==> config.mk <==
export PLATFORM = sky130hd
export DESIGN_NAME = channel_check_sequencer
export DESIGN_NICKNAME = d
export VERILOG_FILES = /design/src/rtl/channel_check_sequencer.sv
export SDC_FILE = /design/constraint.sdc
export NUM_CORES = 1
export LEC_CHECK = 0
export CAP_MARGIN = 20
export CORE_AREA = 3 3 265 163
export CTS_CLUSTER_DIAMETER = 30
export DETAILED_ROUTE_END_ITERATION = 16
export DIE_AREA = 0 0 268 166
export GPL_TIMING_DRIVEN = 0
export SYNTH_ARGS = -nofsm -noshare
export SYNTH_HDL_FRONTEND = slang
export SYNTH_SLANG_ARGS = --single-unit
==> constraint.sdc <==
create_clock -name CLK_100MHz -period 2.1 [get_ports CLK_100MHz]
set_input_delay 0.42 -clock CLK_100MHz [delete_from_list [all_inputs] [get_ports CLK_100MHz]]
set_output_delay 0.42 -clock CLK_100MHz [all_outputs]
set_load 0.02 [all_outputs]
==> src/rtl/channel_check_sequencer.sv <==
// channel_check_sequencer: runs generate/analyze rounds on a 16-channel analyzer and
// streams a 6-byte per-channel verdict frame over a valid/ready byte link.
module channel_check_sequencer #(
  parameter int GEN_CYCLES = 4096,
  parameter int ANA_CYCLES = 512,
  parameter int PASSES     = 8,
  parameter int FAIL_TOL   = 0
) (
  input  logic        CLK_100MHz,
  input  logic        RST_N,
  input  logic        start,
  output logic        enable_generate,
  input  logic [15:0] status_wire,
  input  logic [15:0] status_gen,
  output logic [7:0]  tx_data,
  output logic        tx_valid,
  input  logic        tx_ready,
  output logic        busy,
  output logic        done,
  output logic        all_ok
);
  typedef enum logic [2:0] {IDLE, GEN, ANA, SAMPLE, REPORT, DONE} state_t;
  localparam logic [15:0] GEN_LAST   = 16'(GEN_CYCLES - 1);
  localparam logic [15:0] ANA_LAST   = 16'(ANA_CYCLES - 1);
  localparam logic [7:0]  ROUND_LAST = 8'(PASSES - 1);
  localparam logic [7:0]  TOL        = 8'(FAIL_TOL);
  state_t      state_q;
  logic [15:0] phase_q;
  logic [7:0]  round_q;
  logic [2:0]  byte_q;
  logic [7:0]  wfail_q [16];
  logic [7:0]  gfail_q [16];
  logic [7:0]  wfail_d [16];
  logic [7:0]  gfail_d [16];
  logic [15:0] wire_ok, gen_ok;
  logic [7:0]  frame [8];
  logic        en_q, tx_valid_q, busy_q, done_q, all_ok_q;
  logic [7:0]  tx_data_q;
  assign enable_generate = en_q;
  assign tx_data         = tx_data_q;
  assign tx_valid        = tx_valid_q;
  assign busy            = busy_q;
  assign done            = done_q;
  assign all_ok          = all_ok_q;
  // saturating per-channel fail counts for the sample about to be taken
  always_comb begin
    for (int i = 0; i < 16; i++) begin
      wfail_d[i] = wfail_q[i] + 8'(!status_wire[i] && wfail_q[i] != 8'hFF);
      gfail_d[i] = gfail_q[i] + 8'(!status_gen[i] && gfail_q[i] != 8'hFF);
      wire_ok[i] = wfail_q[i] <= TOL;
      gen_ok[i]  = gfail_q[i] <= TOL;
    end
  end
  always_comb begin
    frame[0] = 8'hA5;
    frame[1] = wire_ok[15:8];
    frame[2] = wire_ok[7:0];
    frame[3] = gen_ok[15:8];
    frame[4] = gen_ok[7:0];
    frame[5] = 8'hA5 ^ wire_ok[15:8] ^ wire_ok[7:0] ^ gen_ok[15:8] ^ gen_ok[7:0];
    frame[6] = 8'h00;
    frame[7] = 8'h00;
  end
  always_ff @(posedge CLK_100MHz or negedge RST_N) begin
    if (!RST_N) begin
      state_q    <= IDLE;
      phase_q    <= '0;
      round_q    <= '0;
      byte_q     <= '0;
      wfail_q    <= '{default: '0};
      gfail_q    <= '{default: '0};
      en_q       <= 1'b0;
      tx_valid_q <= 1'b0;
      tx_data_q  <= '0;
      busy_q     <= 1'b0;
      done_q     <= 1'b0;
      all_ok_q   <= 1'b0;
    end else begin
      case (state_q)
        IDLE, DONE: if (start) begin
          state_q  <= GEN;
          phase_q  <= '0;
          round_q  <= '0;
          wfail_q  <= '{default: '0};
          gfail_q  <= '{default: '0};
          en_q     <= 1'b1;
          busy_q   <= 1'b1;
          done_q   <= 1'b0;
          all_ok_q <= 1'b0;
        end
        GEN: if (phase_q == GEN_LAST) begin
          state_q <= ANA;
          phase_q <= '0;
          en_q    <= 1'b0;
          wfail_q <= wfail_d;
        end else begin
          phase_q <= phase_q + 16'd1;
        end
        ANA: if (phase_q == ANA_LAST) begin
          state_q <= SAMPLE;
          phase_q <= '0;
          gfail_q <= gfail_d;
        end else begin
          phase_q <= phase_q + 16'd1;
        end
        SAMPLE: if (round_q == ROUND_LAST) begin
          state_q    <= REPORT;
          byte_q     <= '0;
          tx_valid_q <= 1'b1;
          tx_data_q  <= frame[0];
        end else begin
          state_q <= GEN;
          round_q <= round_q + 8'd1;
          en_q    <= 1'b1;
        end
        REPORT: if (tx_ready) begin
          if (byte_q == 3'd5) begin
            state_q    <= DONE;
            tx_valid_q <= 1'b0;
            tx_data_q  <= '0;
            busy_q     <= 1'b0;
            done_q     <= 1'b1;
            all_ok_q   <= &wire_ok & &gen_ok;
          end else begin
            byte_q    <= byte_q + 3'd1;
            tx_data_q <= frame[byte_q + 3'd1];
          end
        end
        default: state_q <= IDLE;
      endcase
    end
  end
endmodule
==> run_results.csv, run 1 <==
group,metric,value,unit
worst_setup_path,worstSetupEndpointType,"flip-flop",
floorplanning,initial_core_util,40.1,%
detailed_routing,post_drt_via_cell_ratio,5.70,
placement,gp_congestion,0.870,
pwr,fin_total_pwr,15.2,mW
timing,max-slew-margin-rel,47.0,%
detailed_routing,vias,14677,
status,failed_checks,"negative setup slack",
clocking,cts-buffers-inserted,52,
detailed_routing,drt_iter0_drc,1386,
clocking,h-tree-depth,2,
worst_setup_path,critPathBufInv,0,
grt,grt_pass1_wl,75000,um
worst_setup_path,crit_cells,6,
clocking,cts_sinks,299,
placement,dp_hpwl,31900,um
synth,synth_cells,1810,
grt,antenna_found_initial,1,
worst_setup_path,worst-path-max-fanout,2,
floorplanning,fp.dieH,166,um
timing,fin_crit_sh,108,%
timing,clock.fmax,440,MHz
worst_setup_path,required,2.56,ns
synth,yosys_warnings,0,
pwr,powerDensity,688,nW/um2
worst_setup_path,path_delay_family,"simple AND/OR/NAND/NOR gates",
worst_setup_path,max_stage_delay,0.52,ns
detailed_routing,drtPass1Iterations,5,
status,status,"finished, violations left",
timing,layout_min_cycle_time,2.27,ns
worst_hold_path,hold_path.class,"input port to async pin",
synth,ys_ff_latch,299,
grt,grt_usage,21.2,%
clocking,path_clk_slew,0.06,ns
synth,async_reset_ff_share,100,%
detailed_routing,wl,51900,um
synth,synth_edf_count,0,
synth,ys_seq_area_share,46.0,%
worst_setup_path,ff2ff_path_depth,6,
placement,port-buffer-count,47,
worst_setup_path,crit_type,"flip-flop to flip-flop",
synth,synth-main-ff-cell,"dfrtp_1",
floorplanning,io_pins,49,
synth,syn_nets,1914,
detailed_routing,ant_nets,0,
floorplanning,die_w,268,um
pwr,ir_drop,508,uV
worst_setup_path,path_cells,"or4_4 > or2_1 > nand4b_1 > nor4_4 > nand3_1 > o31ai_2",
worst_setup_path,cp.arrival,2.73,ns
worst_setup_path,cp-start-kind,"flip-flop",
final_layout,drive_above_1_share,22.7,%
timing,fin_ws,-0.171,ns
clocking,cts-root-buf,"clkbuf_16",
grt,grt_max_degree,112,
timing,rsz0062_at_grt,"true",
timing,tightest_slew,0.795,ns
final_layout,area_delta_synth_final,35.6,%
synth,synthesis.area,16300,um2
floorplanning,die_area,44500,um2
synth,synth.area.top_cells,"dfrtp_1 (46%), nor2_1 (6.3%), nand2_1 (6.0%)",
pwr,leakage,10.6,nW
grt,first_global_vias,13236,
timing,finalSetupViolCount,119,
synth,synth.top_cell.area_share,46.0,%
final_layout,fin_nets,2107,
clocking,cts_tree,"yes",
job,max_cap_violations,0,
floorplanning,rows,57,
synth,yosys.cell_types.count,62,
floorplanning,core,40600,um2
clocking,clk-insertion-delay-late,0.57,ns
timing,finalClockSkew,0.0211,ns
detailed_routing,drcViolationCount,0,
final_layout,final_core_utilization,54.3,%
detailed_routing,wl_per_cell,20.1,um
grt,overflow,0,
synth,yosysTopAreaCell,"dfrtp_1",
synth,synth_area_per_cell,8.98,um2
timing,slew_violations,0,
clocking,clockBufferDepth,3,
worst_setup_path,worst_path_max_delay_cell,"or4_4",
timing,finalHoldViolations,0,
## where the power goes
part	switching, mW	internal (mW)	total [mW]
sequential	0.0297	5.80	5.83
combinational	0.189	0.126	0.315
clock	3.15	5.86	9.01
## cell type report
type,instances,area [um2]
Timing Repair Buffer,148,1740
Clock buffer,56,1370
Fill cell,3491,18500
Clock inverter,38,494
Sequential cell,299,7500
Buffer,69,762
Inverter,10,41.3
Multi-Input combinational cell,1423,9460
Antenna cell,2,5.00
Tap cell,531,664
## layer usage
layer  global-route usage (%)  wire length [um]
met1                     33.8             25200
met4                     4.88              1050
met3                     4.93              4390
met2                     28.5             21200
met5                        0                 0
## state kept, by name, indices dropped and copies added (netlist names)
name and cells:
byte_q 3, tx_data 8, all_ok 1, tx_valid 1, gfail_q 128, done 1
phase_q 16, busy 1, wfail_q 128, round_q 8, enable_generate 1, state_q 3
## worst paths after layout
check	startpoint	end	slack, ns
min in group CLK_100MHz	done	done	0.49
max in group asynchronous	RST_N	gfail_q[2]	0.39
setup / recovery	gfail_q[18]	all_ok	-0.17
setup reg to reg	gfail_q[18]	all_ok	-0.17
hold / removal	RST_N	wfail_q[26]	0.41
hold reg to reg	done	done	0.49
## cell usage after synthesis, types with 8 or more instances
cell       number
a21oi_1        59
a2bb2oi_1       8
and3_1         39
buf_2          31
clkbuf_1       40
dfrtp_1       299
ha_1           68
inv_1          10
nand2_1       258
nand3_1       117
nand4_1       104
nor2_1        273
nor3_1         74
nor4_1         34
o21ai_0        49
or3_1          39
or4_1          34
xnor2_1        75
xor2_1        109
## per-stage QoR
step	TNS [ns]	setup WS (ns)	cells	cell area, um2	hold slack, ns
3_3_place_gp	-3997.61	-12.90	2388	17400	0.468
5_1_grt	-18.40	-0.259	2574	22000	0.441
3_5_place_dp	-164.58	-0.889	2390	17500	0.479
4_1_cts	-0.215	-0.208	2509	20100	0.485
6_report	-6.51	-0.171	2576	22000	0.407
2_1_floorplan	0	0.0125	1810	16300	0.124
## cell families after synthesis
family	after synthesis	synth area share (%)
and+or+nand+nor	1004	29.6
DFF	299	46.0
xor gates and xnor gates	191	10.9
AOI/OAI and AO/OA	155	5.69
buffers and inverters	89	2.30
adders and majority gates	69	5.30
muxes	3	0.185
## repair_timing
| action | 4_1_cts | 5_1_grt |
|---|---|---|
| gates cloned | 2 | 21 |
| endpoints found under the setup margin | 295 | 355 |
| buffers inserted | 26 | 53 |
| endpoints found under the hold margin | 82 | 0 |
| pin swaps | 19 | 138 |
| resized for setup | 177 | 292 |
| hold buffers | 1 | 0 |
## placed cells by master (no fill, tap or decap), types with 23 or more instances in the layout
cell type and instances:
ha_1 66, xor2_1 107, nand4_1 104, o21ai_0 37
nor2_1 257, nand3_1 95, nor4_1 27, buf_12 23
buf_4 64, or3_1 32, xnor2_1 74, nor3_1 43
nand2_1 217, nor3_2 23, a21oi_1 51, and3_1 37
clkbuf_16 73, dfrtp_1 285, clkdlybuf4s50_1 44, nand2_2 23
Note: power is estimated with default switching activity, not from simulation.
==> run 2, diff against run 1 <==
--- a/config.mk
+++ b/config.mk
@@ -5,9 +5,11 @@
 export SDC_FILE = /design/constraint.sdc
 export NUM_CORES = 1
 export LEC_CHECK = 0
+export ABC_CLOCK_PERIOD_IN_PS = 2100
 export CAP_MARGIN = 20
 export CORE_AREA = 3 3 265 163
 export CTS_CLUSTER_DIAMETER = 30
+export CTS_CLUSTER_SIZE = 30
 export DETAILED_ROUTE_END_ITERATION = 16
 export DIE_AREA = 0 0 268 166
 export GPL_TIMING_DRIVEN = 0
==> results of run 2 <==
Same layout as run 1: the final DEF is identical, and so are final timing and power.
==> run 3, diff against run 2 <==
--- a/config.mk
+++ b/config.mk
@@ -7,12 +7,13 @@
 export LEC_CHECK = 0
 export ABC_CLOCK_PERIOD_IN_PS = 2100
 export CAP_MARGIN = 20
-export CORE_AREA = 3 3 265 163
+export CORE_AREA = 3 3 245 151
 export CTS_CLUSTER_DIAMETER = 30
 export CTS_CLUSTER_SIZE = 30
 export DETAILED_ROUTE_END_ITERATION = 16
-export DIE_AREA = 0 0 268 166
+export DIE_AREA = 0 0 248 154
 export GPL_TIMING_DRIVEN = 0
+export PLACE_DENSITY = 0.65
 export SYNTH_ARGS = -nofsm -noshare
 export SYNTH_HDL_FRONTEND = slang
 export SYNTH_SLANG_ARGS = --single-unit
==> run_results.csv, run 3 (synthesized netlist as in run 1, its figures left out) <==
group,metric,value,unit
clocking,cts-root-buf,"clkbuf_16",
pwr,p_int,11.4,mW
timing,tightest_slew,0.905,ns
grt,met1_usage,38.4,%
pwr,p_sw,3.35,mW
pwr,pwr-share-comb,2.2,%
grt,overflow,0,
floorplanning,rows,53,
pwr,p_sw_share,22.8,%
timing,rsz0062_at_grt,"true",
placement,dp.cells,2326,
timing,finalClockSkew,0.0203,ns
timing,fin_crit_sh,103,%
worst_setup_path,r2r-end,"gfail_q[67]",
final_layout,final_cell_mix,"dfrtp_1 (284), nor2_1 (255), nand2_1 (237)",
grt,grt_use_met2,33.9,%
final_layout,finalNonFillerCells,2477,
worst_setup_path,cp.arrival,2.62,ns
timing,finalHoldViolations,0,
timing,fin_ws,-0.0555,ns
timing,layout_min_cycle_time,2.16,ns
floorplanning,io_pins,49,
grt,grt_max_degree,116,
final_layout,regArea,7500,um2
clocking,path_clk_slew,0.06,ns
clocking,clockBufferDepth,3,
final_layout,layout_commonest_cell,"dfrtp_1",
placement,port-buffer-count,47,
worst_setup_path,required,2.57,ns
worst_setup_path,r2r_start,"phase_q[13]",
floorplanning,fp.dieH,154,um
detailed_routing,wl_per_cell,19.6,um
worst_hold_path,hold_path.class,"input port to async pin",
pwr,power_frac_seq,39.6,%
pwr,power_frac_clock,58.2,%
timing,max-slew-margin-rel,39.7,%
placement,gp_congestion,0.908,
clocking,clk-insertion-delay-late,0.57,ns
final_layout,fin_nets,2072,
detailed_routing,wl,48400,um
status,failed_checks,"negative setup slack",
detailed_routing,drcViolationCount,0,
final_layout,fillers,2922,
placement,dp_hpwl,31100,um
detailed_routing,post_drt_via_cell_ratio,5.78,
final_layout,diodes,0,
clocking,h-tree-depth,2,
pwr,ir_drop,590,uV
grt,grt-busiest-layer,"met1",
pwr,powerDensity,697,nW/um2
timing,setup_tns,-0.621,ns
final_layout,reg.largest.list,"gfail_q: 128 flops, wfail_q: 128 flops, phase_q: 16 flops",
worst_setup_path,ff2ff_path_depth,8,
final_layout,area_delta_synth_final,29.8,%
worst_setup_path,cp-start-kind,"flip-flop",
final_layout,multi_input_area,9270,um2
pwr,leakage,10.1,nW
detailed_routing,drtPass1Iterations,5,
clocking,cts_sinks,299,
job,max_cap_violations,0,
floorplanning,core,34800,um2
grt,grt_pass1_wl,74100,um
floorplanning,initial_core_util,46.7,%
detailed_routing,drt_iter0_drc,1214,
worst_setup_path,rrSetupSlack,-0.06,ns
placement,post-place-ws,-0.911,ns
floorplanning,die_w,248,um
grt,use_met3,5.51,%
floorplanning,die_area,38200,um2
grt,antenna_found_initial,1,
grt,grt_usage,24.5,%
worst_setup_path,worst-path-max-fanout,7,
clocking,cts-buffers-inserted,53,
worst_setup_path,crit_type,"flip-flop to flip-flop",
timing,slew_violations,0,
timing,clock.fmax,464,MHz
timing,finalSetupViolCount,26,
status,status,"finished, violations left",
final_layout,drive_above_1_share,19.3,%
detailed_routing,ant_nets,0,
clocking,cts_tree,"yes",
detailed_routing,vias,14316,
grt,first_global_vias,13323,
worst_setup_path,worstSetupEndpointType,"flip-flop",
run 3: cell types whose count changed in the layout (fill, tap and decap cells not counted), moves of 6 or more:
cell       delta
nand2_1      +20
nand3_1      +20
nand3_2      -20
clkbuf_16    -12
buf_4        -11
nand2_4      -11
buf_12        -9
clkbuf_1      +9
nand2_2       -9
nor3_1        -9
o21ai_1       +6
run 3: layout make-up:
cell class	count	area share, %
Multi-Input combinational cell	1423	43.9
Inverter	10	0.196
Clock inverter	35	1.78
Tap cell	467	2.77
Timing Repair Buffer	115	5.98
Buffer	66	3.15
Sequential cell	299	35.5
Clock buffer	62	6.63
run 3: worst max-delay path by stage:
stage | to | cells past startpoint | start
floorplan | state_q[0] | 8 | phase_q[0]
global placement | gfail_q[96] | 1 | RST_N
detailed placement | wfail_q[111] | 7 | start
global route | wfail_q[69] | 8 | phase_q[1]
CTS | all_ok | 6 | gfail_q[22]
finish | gfail_q[67] | 8 | phase_q[13]
run 3: stage by stage:
step                      utilization [%]  area (um2)  total power [mW]  hold slack, ns
after global placement               49.7       17300              6.21           0.469
after floorplan                         -       16300              5.99           0.124
final                                60.6       21100              14.7           0.454
after global routing                 60.6       21100              15.2           0.499
after CTS                            57.6       20100              14.8           0.479
after detailed placement             49.9       17400              6.22           0.473
run 3: metal layers:
| metal | vias to the layer above | wire, um |
|---|---|---|
| met2 | 485 | 20400 |
| met1 | 7057 | 23200 |
| met4 | 0 | 767 |
| li1 | 6715 | - |
| met3 | 59 | 4090 |
| met5 | - | 0 |
run 3: power groups by stage:
stage | registers (mW) | logic (mW) | clock network, mW
final | 5.83 | 0.320 | 8.56
after global routing | 5.83 | 0.367 | 9.01
after CTS | 5.83 | 0.299 | 8.70
after detailed placement | 5.93 | 0.291 | 0
after global placement | 5.94 | 0.274 | 0
after floorplan | 5.92 | 0.0705 | 0
run 3: repair_timing:
item | in CTS | in global routing
cloned | 1 | 9
endpoints found under the setup margin | 295 | 278
setup buffers | 29 | 27
pin swaps | 27 | 50
hold buffers | 1 | 0
resized for setup | 196 | 194
endpoints found under the hold margin | 80 | 0
run 3: worst max-delay path: stages, from the launching register on:
cell	delay (ns)
dfrtp_2	0.43
nor4_4	0.32
buf_4	0.18
and4_4	0.23
o21ai_4	0.12
buf_6	0.16
clkbuf_16	0.15
or3_1	0.35
a21oi_1	0.13
